<file path="config.mk">
export PLATFORM = sky130hd
export DESIGN_NAME = bam_prod_accum_flat
export DESIGN_NICKNAME = d
export VERILOG_FILES = /design/src/rtl/bam_prod_accum_if.sv /design/src/rtl/bam_prod_accum.sv /design/src/flat_wrapper.sv
export SDC_FILE = /design/constraint.sdc
export NUM_CORES = 1
export LEC_CHECK = 0
export BUFFER_PORTS_ARGS = -buffer_cell sky130_fd_sc_hd__buf_2
export CAP_MARGIN = 20
export CORE_MARGIN = 2
export CORE_UTILIZATION = 62
export CTS_CLUSTER_DIAMETER = 80
export DETAILED_ROUTE_END_ITERATION = 10
export PLACE_DENSITY = 0.85
export RECOVER_POWER = 25
export SYNTH_ARGS = -nofsm -noshare
export SYNTH_HDL_FRONTEND = slang
export SYNTH_SLANG_ARGS = --single-unit
</file>
<file path="constraint.sdc">
create_clock -name clk -period 6.6 [get_ports clk]
set_clock_uncertainty 0.15 [all_clocks]
set_input_delay 1.32 -clock clk [delete_from_list [all_inputs] [get_ports clk]]
set_output_delay 1.32 -clock clk [all_outputs]
set_load 0.005 [all_outputs]
</file>
<file path="src/rtl/bam_prod_accum_if.sv">
// Handshake bundle for bam_prod_accum: product input stream and frame-result output stream.
// The master side drives products and out_ready; the slave side is the accumulator.
interface bam_prod_accum_if #(
  parameter int PROD_W = 16,
  parameter int ACC_W  = 24
) ();
  logic              in_valid;
  logic              in_ready;
  logic [PROD_W-1:0] in_prod;
  logic              in_last;
  logic              out_valid;
  logic              out_ready;
  logic [ACC_W-1:0]  out_sum;
  logic [8:0]        out_count;
  logic              out_sat;

  modport master (
    output in_valid, in_prod, in_last, out_ready,
    input  in_ready, out_valid, out_sum, out_count, out_sat
  );

  modport slave (
    input  in_valid, in_prod, in_last, out_ready,
    output in_ready, out_valid, out_sum, out_count, out_sat
  );
endinterface

</file>
<file path="src/rtl/bam_prod_accum.sv">
// Saturating frame accumulator for approximate-multiplier products (IDLE -> ACC -> DONE).
// Optional per-term bias compensation is enabled with macro BAM_BIAS_COMP_EN.
module bam_prod_accum #(
  parameter int          PROD_W = 16,
  parameter int          ACC_W  = 24,
  parameter int          LEN    = 16,
  parameter int unsigned BIAS   = 0
) (
  input  logic             clk,
  input  logic             rst_n,
  bam_prod_accum_if.slave  bus
);

  typedef enum logic [1:0] {
    S_IDLE = 2'd0,
    S_ACC  = 2'd1,
    S_DONE = 2'd2
  } state_e;

  localparam logic [8:0] LEN_C = 9'(LEN);

  generate
    if ((ACC_W < PROD_W) || (LEN < 1) || (LEN > 256) ||
        (64'(BIAS) >= (64'd1 << PROD_W))) begin : g_param_chk
      $error("bam_prod_accum: illegal parameter combination");
    end
  endgenerate

  state_e             state_q, state_d;
  logic [ACC_W-1:0]   acc_q, acc_d;
  logic [8:0]         cnt_q, cnt_d;
  logic               sat_q, sat_d;
  logic               ready_q, ready_d;
  logic               out_valid_q, out_valid_d;
  logic [ACC_W-1:0]   out_sum_q, out_sum_d;
  logic [8:0]         out_count_q, out_count_d;
  logic               out_sat_q, out_sat_d;

  logic [PROD_W:0]    term_s;
  logic [ACC_W:0]     term_ext_s;
  logic [ACC_W-1:0]   base_acc_s;
  logic               base_sat_s;
  logic [ACC_W:0]     sum_s;
  logic [ACC_W-1:0]   nxt_acc_s;
  logic               nxt_sat_s;
  logic [8:0]         nxt_cnt_s;
  logic               accept_s;

`ifdef BAM_BIAS_COMP_EN
  // Bias is added before accumulation to offset the truncated multiplier's negative mean error.
  assign term_s = {1'b0, bus.in_prod} + {1'b0, PROD_W'(BIAS)};
`else
  assign term_s = {1'b0, bus.in_prod};
`endif

  assign term_ext_s    = (ACC_W+1)'(term_s);
  assign accept_s      = bus.in_valid & bus.in_ready;

  assign bus.in_ready  = rst_n & ready_q;
  assign bus.out_valid = out_valid_q;
  assign bus.out_sum   = out_sum_q;
  assign bus.out_count = out_count_q;
  assign bus.out_sat   = out_sat_q;

  // Saturating add of the incoming term; a frame's first term starts from zero.
  always_comb begin
    base_acc_s = {ACC_W{1'b0}};
    base_sat_s = 1'b0;
    nxt_cnt_s  = 9'd1;
    if (state_q == S_ACC) begin
      base_acc_s = acc_q;
      base_sat_s = sat_q;
      nxt_cnt_s  = cnt_q + 9'd1;
    end else begin
      base_acc_s = {ACC_W{1'b0}};
      base_sat_s = 1'b0;
      nxt_cnt_s  = 9'd1;
    end
    sum_s = {1'b0, base_acc_s} + term_ext_s;
    if (sum_s[ACC_W] || base_sat_s) begin
      nxt_acc_s = {ACC_W{1'b1}};
      nxt_sat_s = 1'b1;
    end else begin
      nxt_acc_s = sum_s[ACC_W-1:0];
      nxt_sat_s = 1'b0;
    end
  end

  // Frame sequencing; result registers load on DONE entry and clear on transfer.
  always_comb begin
    state_d     = state_q;
    acc_d       = acc_q;
    cnt_d       = cnt_q;
    sat_d       = sat_q;
    ready_d     = ready_q;
    out_valid_d = out_valid_q;
    out_sum_d   = out_sum_q;
    out_count_d = out_count_q;
    out_sat_d   = out_sat_q;
    case (state_q)
      S_IDLE, S_ACC: begin
        if (accept_s) begin
          acc_d = nxt_acc_s;
          cnt_d = nxt_cnt_s;
          sat_d = nxt_sat_s;
          if (bus.in_last || (nxt_cnt_s == LEN_C)) begin
            state_d     = S_DONE;
            ready_d     = 1'b0;
            out_valid_d = 1'b1;
            out_sum_d   = nxt_acc_s;
            out_count_d = nxt_cnt_s;
            out_sat_d   = nxt_sat_s;
          end else begin
            state_d = S_ACC;
          end
        end else begin
          state_d = state_q;
        end
      end
      S_DONE: begin
        if (bus.out_ready) begin
          state_d     = S_IDLE;
          acc_d       = {ACC_W{1'b0}};
          cnt_d       = 9'd0;
          sat_d       = 1'b0;
          ready_d     = 1'b1;
          out_valid_d = 1'b0;
          out_sum_d   = {ACC_W{1'b0}};
          out_count_d = 9'd0;
          out_sat_d   = 1'b0;
        end else begin
          state_d = state_q;
        end
      end
      default: begin
        state_d     = S_IDLE;
        acc_d       = {ACC_W{1'b0}};
        cnt_d       = 9'd0;
        sat_d       = 1'b0;
        ready_d     = 1'b1;
        out_valid_d = 1'b0;
        out_sum_d   = {ACC_W{1'b0}};
        out_count_d = 9'd0;
        out_sat_d   = 1'b0;
      end
    endcase
  end

  // State and registered outputs with synchronous active-low reset.
  always_ff @(posedge clk) begin
    if (!rst_n) begin
      state_q     <= S_IDLE;
      acc_q       <= {ACC_W{1'b0}};
      cnt_q       <= 9'd0;
      sat_q       <= 1'b0;
      ready_q     <= 1'b1;
      out_valid_q <= 1'b0;
      out_sum_q   <= {ACC_W{1'b0}};
      out_count_q <= 9'd0;
      out_sat_q   <= 1'b0;
    end else begin
      state_q     <= state_d;
      acc_q       <= acc_d;
      cnt_q       <= cnt_d;
      sat_q       <= sat_d;
      ready_q     <= ready_d;
      out_valid_q <= out_valid_d;
      out_sum_q   <= out_sum_d;
      out_count_q <= out_count_d;
      out_sat_q   <= out_sat_d;
    end
  end

endmodule
</file>
<file path="src/flat_wrapper.sv">
// flat-port wrapper written by rule: the top's interface ports become plain ports
module bam_prod_accum_flat 
#(
  parameter int          PROD_W = 16,
  parameter int          ACC_W  = 24,
  parameter int          LEN    = 16,
  parameter int unsigned BIAS   = 0
)
  (clk, rst_n, bus_in_valid, bus_in_prod, bus_in_last, bus_out_ready, bus_in_ready, bus_out_valid, bus_out_sum, bus_out_count, bus_out_sat);
  bam_prod_accum_if #(.PROD_W(PROD_W), .ACC_W(ACC_W)) bus_i ();
  input  logic clk;
  input  logic rst_n;
  input wire logic [$bits(bus_i.in_valid)-1:0] bus_in_valid;
  input wire logic [$bits(bus_i.in_prod)-1:0] bus_in_prod;
  input wire logic [$bits(bus_i.in_last)-1:0] bus_in_last;
  input wire logic [$bits(bus_i.out_ready)-1:0] bus_out_ready;
  output wire logic [$bits(bus_i.in_ready)-1:0] bus_in_ready;
  output wire logic [$bits(bus_i.out_valid)-1:0] bus_out_valid;
  output wire logic [$bits(bus_i.out_sum)-1:0] bus_out_sum;
  output wire logic [$bits(bus_i.out_count)-1:0] bus_out_count;
  output wire logic [$bits(bus_i.out_sat)-1:0] bus_out_sat;
  assign bus_i.in_valid = bus_in_valid;
  assign bus_i.in_prod = bus_in_prod;
  assign bus_i.in_last = bus_in_last;
  assign bus_i.out_ready = bus_out_ready;
  assign bus_in_ready = bus_i.in_ready;
  assign bus_out_valid = bus_i.out_valid;
  assign bus_out_sum = bus_i.out_sum;
  assign bus_out_count = bus_i.out_count;
  assign bus_out_sat = bus_i.out_sat;
  bam_prod_accum #(.PROD_W(PROD_W), .ACC_W(ACC_W), .LEN(LEN), .BIAS(BIAS)) u_core (.clk(clk), .rst_n(rst_n), .bus(bus_i));
endmodule
</file>
==> results.cfg, run 1 <==
[timing]
fin_tns_setup_ps = 0
period_needed_ps = 3810
maxSlewViolCount = 0
final-hold-violation-count = 0
fmax_mhz = 262
rsz0062_at_grt = false
worstMarginPinSlew_ps = 1020
fin_crit_sh = 0.577
setup_viol = 0
maxSlewHeadroom = 0.317

[worst_setup_path]
crit_slowest_cell = dfxtp_1
crit_top_cell = a21oi_1
cp.arrival_ps = 3920
cp_max_fo = 22
crit_required_ps = 6710
reg2reg_from = u_core.state_q[1]
reg2reg_setup_slack_ps = 2790
crit_chain = nor2b_2 -> buf_4 -> and2_1 -> ha_1 -> nand2_1 -> o21ai_0 -> a21oi_1 -> a31oi_4 -> a32o_2 -> a21oi_1 -> a211oi_1
max_stage_delay_ps = 680
cp-start-kind = flop
reg2regPathDepth = 11
path_class = flop to flop
r2r_end = u_core.acc_q[8]
cp-end-kind = flop

[drt]
ant_nets = 0
drt-pass1-iter-count = 5
drt_iter0_markers = 357
drc_errors = 0
vias_per_cell = 6.35
wl_mm = 9.90
num_vias = 3856
avgRoutedWirePerCell_um = 16.3

[die]
dieWidth_um = 85.2
ios = 57
dieArea_um2 = 7260
start_util = 0.644
die_y_um = 85.2
coreArea_um2 = 6350
rows = 29

[global_route]
met3_usage = 0.0418
use_met2 = 0.440
grt_pass1_vias = 3570
track_usage = 0.282
grt-busiest-layer = met2
grt_antenna_before_repair = 0
grt_pass1_wl_mm = 16.6
use_met1 = 0.382
grt.overflow.total = 0
grt_max_degree = 49

[clock_tree]
clk_pin_slew_worst_paths_ps = 80
cts_buffers = 9
cts_tree = done
cts_hold_buffers = 0
post_cts_buffers = 0
root_buffer = clkbuf_8
ctsResizeCount = 0
cts_sinks = 72
htree_levels = 3
clock_tree.buffer_depth = 2
worstSkewPairLatency_ps = 360

[logic_synthesis]
yosys.area_share.simple = 0.206
synth_top_family_by_area = compound AO/OA/AOI/OAI gates
postSynthCellCount = 484
avgSynthCellArea_um2 = 8.45
synth_flop_cell = dfxtp_1
synth_nets = 523
yosys.cell_types.count = 61
ys_seq_area_frac = 0.352
synth-compound-area-share = 0.300
yosys_register_bits = 72
synth_xor_area_frac = 0.0385
synth_fa_ha_area_frac = 0.0569
synth_mux_area_frac = 0.00734
syn_area_um2 = 4090
async_reset_ff_frac = 0
synth_warnings = 0
synth-edff-count = 0

[run_status]
status = finished clean

[power_and_ir_drop]
power_leakage_nw = 1.84
sw_frac_of_total = 0.295
p_per_area_nw_per_um2 = 208
comb_power_share = 0.152
clkPwrFrac = 0.337
internal_power_mw = 0.661
ir_worst_vdd_mv = 0.150
p_sw_mw = 0.276
seqPwrFrac = 0.510

[place]
port_buffers = 56
place.gp.congestion = 0.915
dp_hpwl_mm = 6.91
place_inst = 591

[finish]
area_growth_pct = 10.2
layout_commonest_cell = dfxtp_1
stdcell_count = 607
drive_gt1_frac = 0.194
fin_nets = 565
diodes = 0
layout_common_cells = 72 x dfxtp_1, 52 x a21oi_1, 48 x nor2_1, 48 x nand2_1, 43 x buf_2

[run]
drv_cap = 0

[worst_hold_path]
min_to = u_core.bus.out_count[7]
hold_depth = 2
worstHoldStart = u_core.bus.out_count[7]
min_path_type = flop to flop
## synth_stat cells, types with 9 or more instances
cell / count / area (um^2)
a211oi_2: 12 / 150
a211oi_1: 15 / 113
a21oi_1: 52 / 260
nand2_1: 48 / 180
nand3_1: 15 / 75.1
xnor2_1: 9 / 78.8
a21o_1: 11 / 82.6
ha_1: 17 / 213
o21ai_0: 26 / 130
clkbuf_1: 19 / 71.3
a31oi_1: 10 / 62.6
and2_1: 20 / 125
dfxtp_1: 72 / 1440
xor2_1: 9 / 78.8
nor2_1: 48 / 180
o221a_2: 12 / 135
## layout make-up
| cell class | instances | area, um^2 |
|---|---|---|
| repair buffers | 60 | 294 |
| inverters | 4 | 15.0 |
| flip-flops and latches | 72 | 1440 |
| clock buffers | 10 | 138 |
| well taps | 77 | 96.3 |
| multi-input cells | 379 | 2490 |
| clock inverters | 5 | 32.5 |
| fillers | 532 | 1840 |
## kinds of logic after synthesis
group	count (synthesis)
buf+inv	33
xor+xnor	18
simple gates	173
flops	72
fa+ha+maj	18
mux	3
compound gates	167
## metal layers
metal / vias up / wire (um) / share of wire
met5: - / 0 / 0
met4: 0 / 251 / 0.025
met3: 26 / 633 / 0.064
met2: 148 / 4560 / 0.46
met1: 1820 / 4460 / 0.45
li1: 1862 / - / -
## per-stage QoR
step                      power [mW]  hold WS (ps)  area (um^2)   util  setup WS, ps
after floorplan                0.588           287         4090      -          2930
after global placement         0.623           287         4350  0.685          2610
after detailed placement       0.628           293         4350  0.685          2520
after CTS                      0.937           311         4520  0.711          2860
after global routing           0.975           335         4510  0.710          2520
final                          0.937           306         4510  0.710          2790
## critical path, delay by kind of cell, from the launching register on
family	cells	cell delay, ps
adder cells (fa/ha/maj)	1	430
AND/OR/NAND/NOR	3	470
flip-flops	1	680
AO/OA/AOI/OAI	6	1710
buffers and inverters	1	260
## how the worst max path moves through the flow
| stage | slack [ps] | startpoint | endpoint |
|---|---|---|---|
| 2_1_floorplan | 2930 | bus_in_prod[0] | u_core.acc_q[18] |
| 3_3_place_gp | 2610 | bus_in_prod[0] | u_core.acc_q[18] |
| 3_5_place_dp | 2520 | bus_in_prod[0] | u_core.acc_q[18] |
| 4_1_cts | 2860 | u_core.state_q[0] | u_core.acc_q[21] |
| 5_1_grt | 2520 | u_core.state_q[1] | u_core.acc_q[6] |
| 6_report | 2790 | u_core.state_q[1] | u_core.acc_q[8] |
## sequential cells by signal, summed over array words and instances, names as in the netlist
signal / cells
u_core.acc_q: 24
u_core.bus.out_count: 9
u_core.bus.out_sat: 1
u_core.bus.out_sum: 24
u_core.bus.out_valid: 1
u_core.cnt_q: 9
u_core.ready_q: 1
u_core.sat_q: 1
u_core.state_q: 2
## power by group through the flow
stage,Clock (mW),Sequential [mW],Combinational (mW)
floorplan,0,0.483,0.105
global placement,0,0.487,0.136
detailed placement,0,0.488,0.141
CTS,0.317,0.478,0.142
global route,0.335,0.482,0.158
finish,0.316,0.478,0.143
Power figures use the tool's default switching activity.
==> run 2, diff against run 1 <==
- CORE_UTILIZATION: 62 -> 52
- PLACE_DENSITY: 0.85 -> 0.76
- clock period: 6.6 -> 3.5 ns (I/O delays scaled with it)
==> run 2 against run 1 <==
  * Global-route usage decreased by 4.0 points
  * Critical path depth unchanged
  * Die area increased by 18%
  * Combinational power increased by 94%
  * Sequential power increased by 88%
  * Final area increased by 2.9%
  * Sequential share of layout area decreased by 0.90 points
  * Highest routed layer unchanged
  * Power increased by 88%
  * Maximum frequency increased by 19%
  * Clock power increased by 84%
  * Non-clock buffer count increased by 11
  * Largest cell class unchanged
  * Clock-buffer cell count increased by 2
==> results.cfg, run 2 (same netlist as run 1, synthesis figures left out) <==
[run_status]
status = finished clean

[die]
start_util = 0.532
ios = 57
rows = 32
dieWidth_um = 92.7
coreArea_um2 = 7690
dieArea_um2 = 8590
die_y_um = 92.7

[place]
pre_cts_ws_ps = 95.4
dp_hpwl_mm = 7.09
place_inst = 627
port_buffers = 56
place.gp.congestion = 0.877

[finish]
drive_gt1_frac = 0.218
stdcell_count = 643
area_growth_pct = 13.4
diodes = 0
layout_common_cells = 72 x dfxtp_1, 52 x a21oi_1, 49 x buf_2, 48 x nor2_1, 48 x nand2_1
layout_commonest_cell = dfxtp_1
fin_nets = 576
nFillCells = 690

[worst_setup_path]
cp_max_fo = 18
crit_family = compound AO/OA/AOI/OAI gates
crit_required_ps = 3600
cp-end-kind = flop
crit_slowest_cell = a32o_4
crit_chain = nor2b_4 -> buf_4 -> and2_1 -> ha_1 -> o21ai_1 -> a21oi_2 -> nand3_1 -> a31oi_4 -> a32o_4 -> a21oi_1 -> a211oi_1
path_class = flop to flop
cp-start-kind = flop
cp.arrival_ps = 3300
cp.buffers_inverters = 1
max_stage_delay_ps = 370

[clock_tree]
root_buffer = clkbuf_8
htree_levels = 3
cts_hold_buffers = 0
clk_pin_slew_worst_paths_ps = 70
cts_tree = done
cts_sinks = 72
worstSkewPairLatency_ps = 350
cts_buffers = 9
clock_tree.buffer_depth = 2

[global_route]
grt_pass1_wl_mm = 16.9
grt_antenna_before_repair = 0
grt_max_degree = 45
grt_pass1_vias = 3640
track_usage = 0.242
grt.overflow.total = 0

[timing]
fin_crit_sh = 0.914
fmax_mhz = 313
maxSlewHeadroom = 0.346
rsz0062_at_grt = false
setup_slack_ps = 301
fin_tns_setup_ps = 0
period_needed_ps = 3200
worstMarginPinSlew_ps = 977
maxSlewViolCount = 0
final-hold-violation-count = 0
setup_viol = 0

[power_and_ir_drop]
seqPwrFrac = 0.512
internal_power_mw = 1.25
comb_power_share = 0.158
clkPwrFrac = 0.330
power_leakage_nw = 1.92
total_power_mw = 1.76
p_sw_mw = 0.506
p_per_area_nw_per_um2 = 379
ir_worst_vdd_mv = 0.228
sw_frac_of_total = 0.288

[drt]
drc_errors = 0
drt_iter0_markers = 213
drt-pass1-iter-count = 5
wl_mm = 9.91
avgRoutedWirePerCell_um = 15.4
ant_nets = 0
vias_per_cell = 5.88
num_vias = 3782

[worst_hold_path]
min_path_type = flop to flop

[run]
drv_cap = 0
[run 2: cell count changes in the layout (fill, tap and decap cells not counted), sizes merged]
cell and change:
clkbuf -4, buf +17, inv -1, clkinv -1
[run 2: path summary, 6_finish.rpt]
path,startpoint,to,slack (ps),cells past startpoint
max,u_core.state_q[0],u_core.acc_q[6],300,11
max reg2reg,u_core.state_q[0],u_core.acc_q[6],300,11
min reg2reg,u_core.bus.out_count[7],u_core.bus.out_count[7],310,2
min,u_core.bus.out_count[7],u_core.bus.out_count[7],310,2
[run 2: repair_timing]
item / CTS / global route
gates resized for setup: 0 / 2
setup buffers: 0 / 1
endpoints found under the setup margin: 0 / 27
[run 2: layer usage]
layer  up-vias  GRT usage  wire, um
met2       140      0.392      4470
met1      1744      0.327      4700
met3        12     0.0423       621
met5         -          0         0
met4         0     0.0797       125
li1       1886          -         -
[run 2: stage by stage]
stage / hold WS [ps] / utilization / cell area, um^2
final: 308 / 0.603 / 4640
after global routing: 332 / 0.603 / 4640
after CTS: 310 / 0.602 / 4620
after detailed placement: 296 / 0.580 / 4460
after global placement: 288 / 0.580 / 4460
after floorplan: 287 / - / 4090
[run 2: worst min-delay path: cells and delay by family (launching register included)]
kind / cells / cell delay, ps
AOI/OAI and AO/OA: 1 / 50
DFF: 1 / 320
and+or+nand+nor: 1 / 50
[run 2: cell type report]
class | instances | area [um^2] | area share
clock buffers | 12 | 145 | 0.0313
repair buffers | 71 | 384 | 0.0828
flip-flops and latches | 72 | 1440 | 0.311
multi-input cells | 379 | 2510 | 0.540
inverters | 4 | 15.0 | 0.00324
clock inverters | 3 | 18.8 | 0.00405
well taps | 102 | 128 | 0.0275
[run 2: power groups by stage]
stage	sequential (mW)	combinational [mW]	clock, mW
2_1_floorplan	0.911	0.198	0
3_3_place_gp	0.917	0.268	0
3_5_place_dp	0.918	0.277	0
4_1_cts	0.900	0.277	0.592
5_1_grt	0.906	0.311	0.623
6_report	0.901	0.278	0.580
